**src/rtl/fetch_unit.sv**
```systemverilog
// IF stage: owns the PC, issues instruction-bus requests and presents fetched words to F/D.
// Optional misaligned-target check is compiled in with `define FETCH_MISALIGN_CHK_EN.
module fetch_unit #(
  parameter int unsigned     XLEN     = 64,
  parameter logic [XLEN-1:0] PC_RESET = 64'h8000_0000,
  parameter logic [31:0]     NOP_INSN = 32'h0000_0013
) (
  input  logic            clk,
  input  logic            reset,
  input  logic            stallF,
  input  logic            flushF,
  input  logic            redirect_valid,
  input  logic [XLEN-1:0] redirect_pc,
  output logic            ireq_valid,
  output logic [XLEN-1:0] ireq_addr,
  input  logic            iresp_data_ok,
  input  logic [31:0]     iresp_data,
  output logic            i_wait,
  output logic            f_valid,
  output logic [XLEN-1:0] f_pc,
  output logic [31:0]     f_instr,
  output logic            f_exc,
  output logic [1:0]      state_dbg
);

  // Handshake: a request is issued while ireq_valid=1; ireq_addr is held stable until the
  // single-cycle iresp_data_ok. An instruction is consumed when f_valid & ~stallF & ~flushF
  // & ~redirect_valid in the same cycle.
  typedef enum logic [1:0] {
    S_REQ   = 2'd0,
    S_HOLD  = 2'd1,
    S_DRAIN = 2'd2
  } state_t;

  state_t          state, state_n;
  logic [XLEN-1:0] pc, pc_n;
  logic [XLEN-1:0] req_addr, req_addr_n;
  logic [31:0]     buf_insn, buf_insn_n;
  logic            exc_pend, exc_pend_n;
  logic            redirect_misaligned;
  logic            hold;
  logic [XLEN-1:0] pc_plus4;

`ifdef FETCH_MISALIGN_CHK_EN
  assign redirect_misaligned = (redirect_pc[1:0] != 2'b00);
`else
  assign redirect_misaligned = 1'b0;
`endif

  assign hold      = stallF | flushF;
  assign pc_plus4  = pc + XLEN'(4);
  assign state_dbg = state;

  always_ff @(posedge clk) begin
    if (reset) begin
      state    <= S_REQ;
      pc       <= PC_RESET;
      req_addr <= PC_RESET;
      buf_insn <= '0;
      exc_pend <= 1'b0;
    end else begin
      state    <= state_n;
      pc       <= pc_n;
      req_addr <= req_addr_n;
      buf_insn <= buf_insn_n;
      exc_pend <= exc_pend_n;
    end
  end

  always_comb begin
    state_n    = state;
    pc_n       = pc;
    req_addr_n = req_addr;
    buf_insn_n = buf_insn;
    exc_pend_n = exc_pend;
    ireq_valid = 1'b0;
    ireq_addr  = pc;
    i_wait     = 1'b1;
    f_valid    = 1'b0;
    f_pc       = pc;
    f_instr    = buf_insn;
    f_exc      = 1'b0;

    case (state)
      S_REQ: begin
        if (exc_pend) begin
          // Misaligned target: present a flagged NOP instead of touching the bus.
          i_wait  = 1'b0;
          f_valid = ~redirect_valid;
          f_exc   = 1'b1;
          f_instr = NOP_INSN;
          if (redirect_valid) begin
            pc_n       = redirect_pc;
            exc_pend_n = redirect_misaligned;
          end else if (!hold) begin
            pc_n       = pc_plus4;
            exc_pend_n = 1'b0;
          end
        end else begin
          ireq_valid = 1'b1;
          req_addr_n = pc;
          i_wait     = ~iresp_data_ok;
          f_instr    = iresp_data;
          f_valid    = iresp_data_ok & ~redirect_valid;
          if (redirect_valid) begin
            pc_n       = redirect_pc;
            exc_pend_n = redirect_misaligned;
            state_n    = iresp_data_ok ? S_REQ : S_DRAIN;
          end else if (iresp_data_ok) begin
            if (hold) begin
              buf_insn_n = iresp_data;
              state_n    = S_HOLD;
            end else begin
              pc_n = pc_plus4;
            end
          end
        end
      end

      S_HOLD: begin
        i_wait  = 1'b0;
        f_valid = ~redirect_valid;
        if (redirect_valid) begin
          pc_n       = redirect_pc;
          exc_pend_n = redirect_misaligned;
          state_n    = S_REQ;
        end else if (!hold) begin
          pc_n    = pc_plus4;
          state_n = S_REQ;
        end
      end

      S_DRAIN: begin
        // The stale request keeps its original address until the bus answers it.
        ireq_valid = 1'b1;
        ireq_addr  = req_addr;
        if (redirect_valid) begin
          pc_n       = redirect_pc;
          exc_pend_n = redirect_misaligned;
        end
        if (iresp_data_ok) state_n = S_REQ;
      end

      default: begin
        state_n = S_REQ;
      end
    endcase

    if (reset) begin
      ireq_valid = 1'b0;
      i_wait     = 1'b1;
      f_valid    = 1'b0;
      f_exc      = 1'b0;
    end
  end

endmodule
```
**config.mk**
```make
export PLATFORM = sky130hd
export DESIGN_NAME = fetch_unit
export DESIGN_NICKNAME = d
export VERILOG_FILES = /design/src/rtl/fetch_unit.sv
export SDC_FILE = /design/constraint.sdc
export NUM_CORES = 1
export LEC_CHECK = 0
export CAP_MARGIN = 15
export CORE_MARGIN = 4
export CORE_UTILIZATION = 49
export DETAILED_ROUTE_END_ITERATION = 7
export GPL_TIMING_DRIVEN = 0
export HOLD_SLACK_MARGIN = 0.1
export PLACE_DENSITY = 0.82
export REMOVE_ABC_BUFFERS = 1
export SYNTH_ARGS = -nofsm -noshare
export SYNTH_HDL_FRONTEND = slang
export SYNTH_SLANG_ARGS = --single-unit
```
**constraint.sdc**
```tcl
create_clock -name clk -period 3 [get_ports clk]
set_input_delay 0.6 -clock clk [delete_from_list [all_inputs] [get_ports clk]]
set_output_delay 0.6 -clock clk [all_outputs]
set_load 0.005 [all_outputs]
```
==> summary.md, run 1 <==
| Metric | Value |
|---|---|
| Core Util, Final | `69.0%` |
| Startpoint types | `input pin` |
| Hold WC Path Type | `reg2reg` |
| Root Buffer | `clkbuf_16` |
| Crit-path cells | `dlygate4sd2_1 > nand2b_1 > o311ai_2 > nor2_4 > buf_16 > nand2_1 > o32a_1` |
| Max FO, Critical Path | `26` |
| Clk Latency, worst-skew pair | `0.43 ns` |
| Global-route wire length before repair | `54,300 um` |
| CP endpoint kind | `register` |
| Final Cycle Share | `97.8%` |
| Slew headroom | `25.7%` |
| Fmax | `0.341 GHz` |
| GPL Wtd Cong | `0.864` |
| Pwr Density | `490 nW/um^2` |
| Vias in the first global route | `9,849` |
| Int Pwr | `4.41 mW` |
| Num Clock Sinks | `163` |
| H-tree levels | `4` |
| Number of max-cap violations | `0` |
| Largest net degree at the start of global routing | `94` |
| Detailed placer's ending HPWL | `21,900 um` |
| CTS tree | `done` |
| Vias per cell | `6.10` |
| Multi-input gate area | `5600 um^2` |
| Crit-path max cell delay | `0.84 ns` |
| Final-stage net count | `1,591` |
| Average wire per standard cell | `20.2 um` |
| Worst Skew | `0.00949 ns` |
| GR Overflow Total | `0` |
| Predominant post-synthesis flop cell | `dfxtp_1` |
| NetSw | `1.91 mW` |
| Seq. cell area | `3270 um^2` |
| Synth async-reset ratio | `0%` |
| Switching share of power | `30.3%` |
| Clock power share | `34.9%` |
| Fraction of layout cells with a size suffix above 1 | `9.75%` |
| EDFF count, synth | `0` |
| Die X | `146 um` |
| DIE HEIGHT | `146 um` |
| Initial core utilization | `50.0%` |
| Required @ worst endpoint | `3.31 ns` |
| Tmin final | `2.93 ns` |
| Rows | `50` |
| Seq pwr share | `40.1%` |
| Synth Cell Area | `9350 um^2` |
| Peak VDD IR | `0.394 mV` |
| Gate power share | `24.9%` |
| Fillers | `1,577` |
| Clk slew on worst S/H paths | `0.06 ns` |
| Synth unique cells | `61` |
| Final hold violations | `0` |
| Crit path kind | `in2reg` |
| Longest Clk Path Bufs | `2` |
| Max stage delay cell, worst path | `dlygate4sd2_1` |
| Initial DRC count | `940` |
| Post-Route WL | `34,900 um` |
| Post-synthesis sequential area ratio | `34.9%` |
| Outcome | `finished, final reports clean` |
| I/O pins | `268` |
| Leakage power | `4.41 nW` |
| Via count | `10,562` |
| Max-slew violation count | `0` |
| Synth warnings | `0` |
| Global Route Usage Sum | `30.9%` |
| Initial antenna violation count | `2` |
| Ant diodes | `0` |
| Slew @ Worst Pin | `1.12 ns` |
| Setup Viol. Count Final | `0` |
| Syn-to-layout area delta | `38.1%` |
| Die ar. | `21,300 um^2` |
| Mapped Avg Cell Area | `7.22 um^2` |
| DR DRC count | `0` |
| Syn Inst Count | `1,295` |
| CP arrival | `3.25 ns` |
| Setup TNS | `0 ns` |
| Port Buffers | `267` |
| Core ar. | `18,700 um^2` |
| RSZ-0062 raised after global routing | `yes` |
| Post-synthesis register bit count | `163` |
| Total CTS buffers | `17` |
| First drt pass iteration count | `6` |
| Final antenna-violating net count | `0` |
## logic make-up (layout without fill, tap and decap cells)
logic type      after synthesis  after routing  synth area share, %
flops                       163            163                 34.9
mux                          64             64                 7.64
buf+inv                     168            365                 6.93
compound gates              345            345                 21.9
simple gates                551            556                 28.1
fa+ha+maj                     4              4                0.535
## placed cells by master (no fill, tap or decap), types with 6 or more instances in the layout
cell type        netlist  layout
nand2_1              284     283
clkdlybuf4s50_1        0     264
dfxtp_1              163     161
a21oi_1              147     147
o21ai_0               83      83
mux2_2                59      59
nor2_1                60      58
inv_1                 45      43
nand4_1               34      34
nand3b_1              29      29
nand3_1               29      29
nor3_1                29      27
a31oi_1               18      18
clkbuf_16              0      18
nor4_1                15      15
o211ai_1              14      14
or4_1                 13      13
a211oi_1              12      12
and3_1                11      11
o22ai_1                9       9
buf_4                  2       9
and2_1                 8       8
and4_1                 8       8
o31ai_1                8       8
or3_1                  7       7
or2_2                  7       7
a22oi_1                6       6
a21o_1                 6       6
## metrics by stage
step	hold slack (ns)	cell area [um^2]	setup WS (ns)	std cells	power, mW
global route	0.471	12900	-0.0243	1731	6.58
detailed placement	0.445	12100	-0.894	1685	4.07
floorplan	0.427	8870	-2.82	1172	3.16
CTS	0.454	12900	0.0160	1728	6.32
finish	0.451	12900	0.0656	1731	6.32
global placement	0.438	11800	-6.66	1673	4.00
## power groups by stage
stage | clock network (mW) | logic (mW) | registers [mW]
floorplan | 0 | 0.641 | 2.52
global placement | 0 | 1.43 | 2.57
detailed placement | 0 | 1.50 | 2.58
CTS | 2.23 | 1.56 | 2.53
global route | 2.31 | 1.70 | 2.56
finish | 2.21 | 1.58 | 2.54
## layer usage
metal  global-route usage [%]  routed length, um  up-vias
met5                        0                 33        -
met4                     9.69                865        4
met3                     8.85               3600       73
met2                     51.5              16800      554
met1                     38.9              13600     4961
li1                         -                  -     4970
## state kept, by name (all words and copies together) (netlist names)
signal / cells
state_dbg: 2
exc_pend: 1
req_addr: 64
buf_insn: 32
f_pc: 64
## cell type report
cell class / count / share of cell area, %
multi-input combinational: 969 / 43.4
sequential: 163 / 25.3
timing repair buffer: 289 / 23.2
clock buffer: 20 / 3.54
tap: 234 / 2.27
inverter: 45 / 1.34
clock inverter: 11 / 0.998
## synth_stat cells (6+ instances only)
master    instances  area share, %
o22ai_1           9           0.60
nand2_1         284             11
or4_1            13            1.0
a211oi_1         12           0.96
dfxtp_1         163             35
nand3b_1         29            2.3
o21ai_0          83            4.4
nand4_1          34            2.3
and3_1           11           0.74
a22oi_1           6           0.48
or3_1             7           0.47
and2_1            8           0.54
o31ai_1           8           0.64
nor3_1           29            1.6
clkbuf_1        101            4.1
nand3_1          29            1.6
nor2_1           60            2.4
a31oi_1          18            1.2
o211ai_1         14            1.1
buf_1            12           0.48
nor4_1           15            1.0
a21o_1            6           0.48
a21oi_1         147            7.9
and4_1            8           0.75
or2_2             7           0.47
inv_1            45            1.8
mux2_2           59            7.1
## path summary, 6_finish.rpt
check,start,to,slack [ns],cells past startpoint
worst max-delay path,redirect_valid,f_pc[31],0.07,7
worst min-delay path,req_addr[63],req_addr[63],0.45,2
worst max register to register,state_dbg[1],f_pc[63],0.11,8
worst min register to register,req_addr[63],req_addr[63],0.45,2
## worst max-delay path, delay by kind of cell
kind,cells,cell delay (ns)
AO/OA/AOI/OAI,2,0.54
buffers and inverters,2,1.07
AND/OR/NAND/NOR,3,1.00
## repair_timing
| action | in CTS | in global routing |
|---|---|---|
| hold buffers | 0 | 0 |
| buffers inserted | 8 | 1 |
| cloned | 4 | 2 |
| resized for setup | 14 | 3 |
| pin swaps | 2 | 1 |
| setup endpoints to repair | 144 | 14 |
No activity file was read; power rests on OpenSTA's default activity.
==> run 2, diff against run 1 <==
--- a/config.mk
+++ b/config.mk
@@ -11,6 +11,7 @@
 export DETAILED_ROUTE_END_ITERATION = 7
 export GPL_TIMING_DRIVEN = 0
 export HOLD_SLACK_MARGIN = 0.1
+export MAX_ROUTING_LAYER = met4
 export PLACE_DENSITY = 0.82
 export REMOVE_ABC_BUFFERS = 1
 export SYNTH_ARGS = -nofsm -noshare
==> summary.md, run 2 (synthesis results as in run 1) <==
| Metric | Value |
|---|---|
| Outcome | `finished, final reports clean` |
| Multi-input gate area | `5600 um^2` |
| Global-route wire length before repair | `54,300 um` |
| Routed length on met1 | `13,900 um` |
| Top Metal Used | `met4` |
| Hold WC Path Type | `reg2reg` |
| DR WL met3 | `3520 um` |
| Worst Skew | `0.0127 ns` |
| Crit path kind | `reg2out` |
| Worst reg-to-reg path cell count | `8` |
| Setup Viol. Count Final | `0` |
| CTS tree | `done` |
| Tmin final | `2.93 ns` |
| Max-slew violation count | `0` |
| Final antenna-violating net count | `0` |
| Global Route Usage Sum | `31.8%` |
| Via count | `10,602` |
| Post-Route WL | `35,100 um` |
| Initial core utilization | `50.0%` |
| H-tree levels | `4` |
| Required @ worst endpoint | `2.40 ns` |
| Detailed placer's ending HPWL | `21,900 um` |
| Longest Clk Path Bufs | `2` |
| Commonest non-fill, non-tap cells in the layout | `nand2_1, clkdlybuf4s50_1, dfxtp_1` |
| CP endpoint kind | `output port` |
| Pwr Density | `489 nW/um^2` |
| GPL Wtd Cong | `0.878` |
| DIE HEIGHT | `146 um` |
| I/O pins | `268` |
| DP Worst Slack | `-0.894 ns` |
| Vias per cell | `6.11` |
| Final Cycle Share | `97.7%` |
| Number of max-cap violations | `0` |
| CP arrival | `2.33 ns` |
| R2r startpoint | `state_dbg[0]` |
| Final hold violations | `0` |
| Commonest non-fill, non-tap cell in the layout | `nand2_1` |
| Initial DRC count | `888` |
| Seq. cell area | `3270 um^2` |
| Port Buffers | `267` |
| Fmax | `0.341 GHz` |
| Max FO, Critical Path | `36` |
| Die ar. | `21,300 um^2` |
| Root Buffer | `clkbuf_16` |
| Fraction of layout cells with a size suffix above 1 | `9.75%` |
| Average wire per standard cell | `20.2 um` |
| Num Clock Sinks | `163` |
| Clock power share | `34.9%` |
| Crit path launch | `state_dbg[0]` |
| Leakage power | `4.42 nW` |
| Last element of the critical path | `ireq_valid` |
| Seq pwr share | `40.1%` |
| Switching share of power | `30.3%` |
| Critical R2R Capture | `f_pc[63]` |
| Syn-to-layout area delta | `38.4%` |
| Routed met2 length | `16,800 um` |
| Int Pwr | `4.41 mW` |
| Total CTS buffers | `17` |
| Fin worst setup slack | `0.0697 ns` |
| Clk Latency, worst-skew pair | `0.43 ns` |
| Rows | `50` |
| Vias in the first global route | `9,854` |
| Clk slew on worst S/H paths | `0.06 ns` |
| Slew headroom | `25.3%` |
| Largest net degree at the start of global routing | `94` |
| NetSw | `1.92 mW` |
| Core ar. | `18,700 um^2` |
| Fillers | `1,574` |
| Setup TNS | `0 ns` |
| Peak VDD IR | `0.394 mV` |
| DR DRC count | `0` |
| Gate power share | `25.0%` |
| Initial antenna violation count | `2` |
| Internal reg-to-reg setup slack | `0.11 ns` |
| GR Overflow Total | `0` |
| RSZ-0062 raised after global routing | `yes` |
| Final-stage net count | `1,592` |
| Die X | `146 um` |
| First drt pass iteration count | `7` |
| Slew @ Worst Pin | `1.12 ns` |
| Startpoint types | `register` |
-- run 2: changes by cell type in the layout (fill, tap and decap cells not counted) --
cell / change
diode_2: +3
inv_2: -1
inv_1: +1
clkbuf_16: +1
-- run 2: worst min-delay path by stage --
stage / from / end / slack (ns) / cells after the start
2_1_floorplan: req_addr[0] / req_addr[0] / 0.43 / 2
3_3_place_gp: req_addr[58] / req_addr[58] / 0.44 / 2
3_5_place_dp: req_addr[53] / req_addr[53] / 0.45 / 2
4_1_cts: req_addr[53] / req_addr[53] / 0.45 / 2
5_1_grt: buf_insn[7] / buf_insn[7] / 0.47 / 2
6_report: req_addr[63] / req_addr[63] / 0.45 / 2
-- run 2: timing repair --
item,4_1_cts,5_1_grt
buffers inserted,8,1
pin swaps,2,1
endpoints found under the setup margin,144,15
gates cloned,4,3
hold buffers,0,0
resized for setup,14,2
-- run 2: final cells by class --
| cell class | count | share of cell area [%] |
|---|---|---|
| clock buffers | 20 | 3.53 |
| well taps | 234 | 2.26 |
| diodes | 3 | 0.0580 |
| multi-input cells | 969 | 43.3 |
| flip-flops and latches | 163 | 25.3 |
| inverters | 45 | 1.33 |
| clock inverters | 11 | 0.996 |
| repair buffers | 290 | 23.3 |
-- run 2: worst max-delay path: stages, from the launching register on --
cell	delay, ns
dfxtp_1	0.37
inv_1	0.18
ha_4	0.26
nor2b_4	0.21
buf_12	0.21
nor2_1	0.06
nor2_1	0.08
clkdlybuf4s50_1	0.51
-- run 2: power by group through the flow --
stage               Sequential [mW]  Clock [mW]  Combinational [mW]
floorplan                      2.52           0               0.641
global placement               2.57           0                1.43
detailed placement             2.58           0                1.50
CTS                            2.53        2.23                1.56
global route                   2.56        2.32                1.71
finish                         2.54        2.21                1.58
-- run 2: metal layers --
metal	global-route usage [%]	vias to the layer above
met2	51.4	557
met4	9.60	0
met5	-	-
met1	39.3	4987
met3	8.54	76
li1	-	4982
-- run 2: stage by stage --
stage	area [um^2]	power (mW)	cells	hold slack (ns)	util, %
4_1_cts	12900	6.32	1728	0.454	68.7
6_report	12900	6.33	1735	0.451	69.2
3_5_place_dp	12100	4.07	1685	0.445	64.8
5_1_grt	12900	6.59	1735	0.471	69.2
2_1_floorplan	8870	3.16	1172	0.427	-
3_3_place_gp	11800	4.00	1673	0.438	63.3
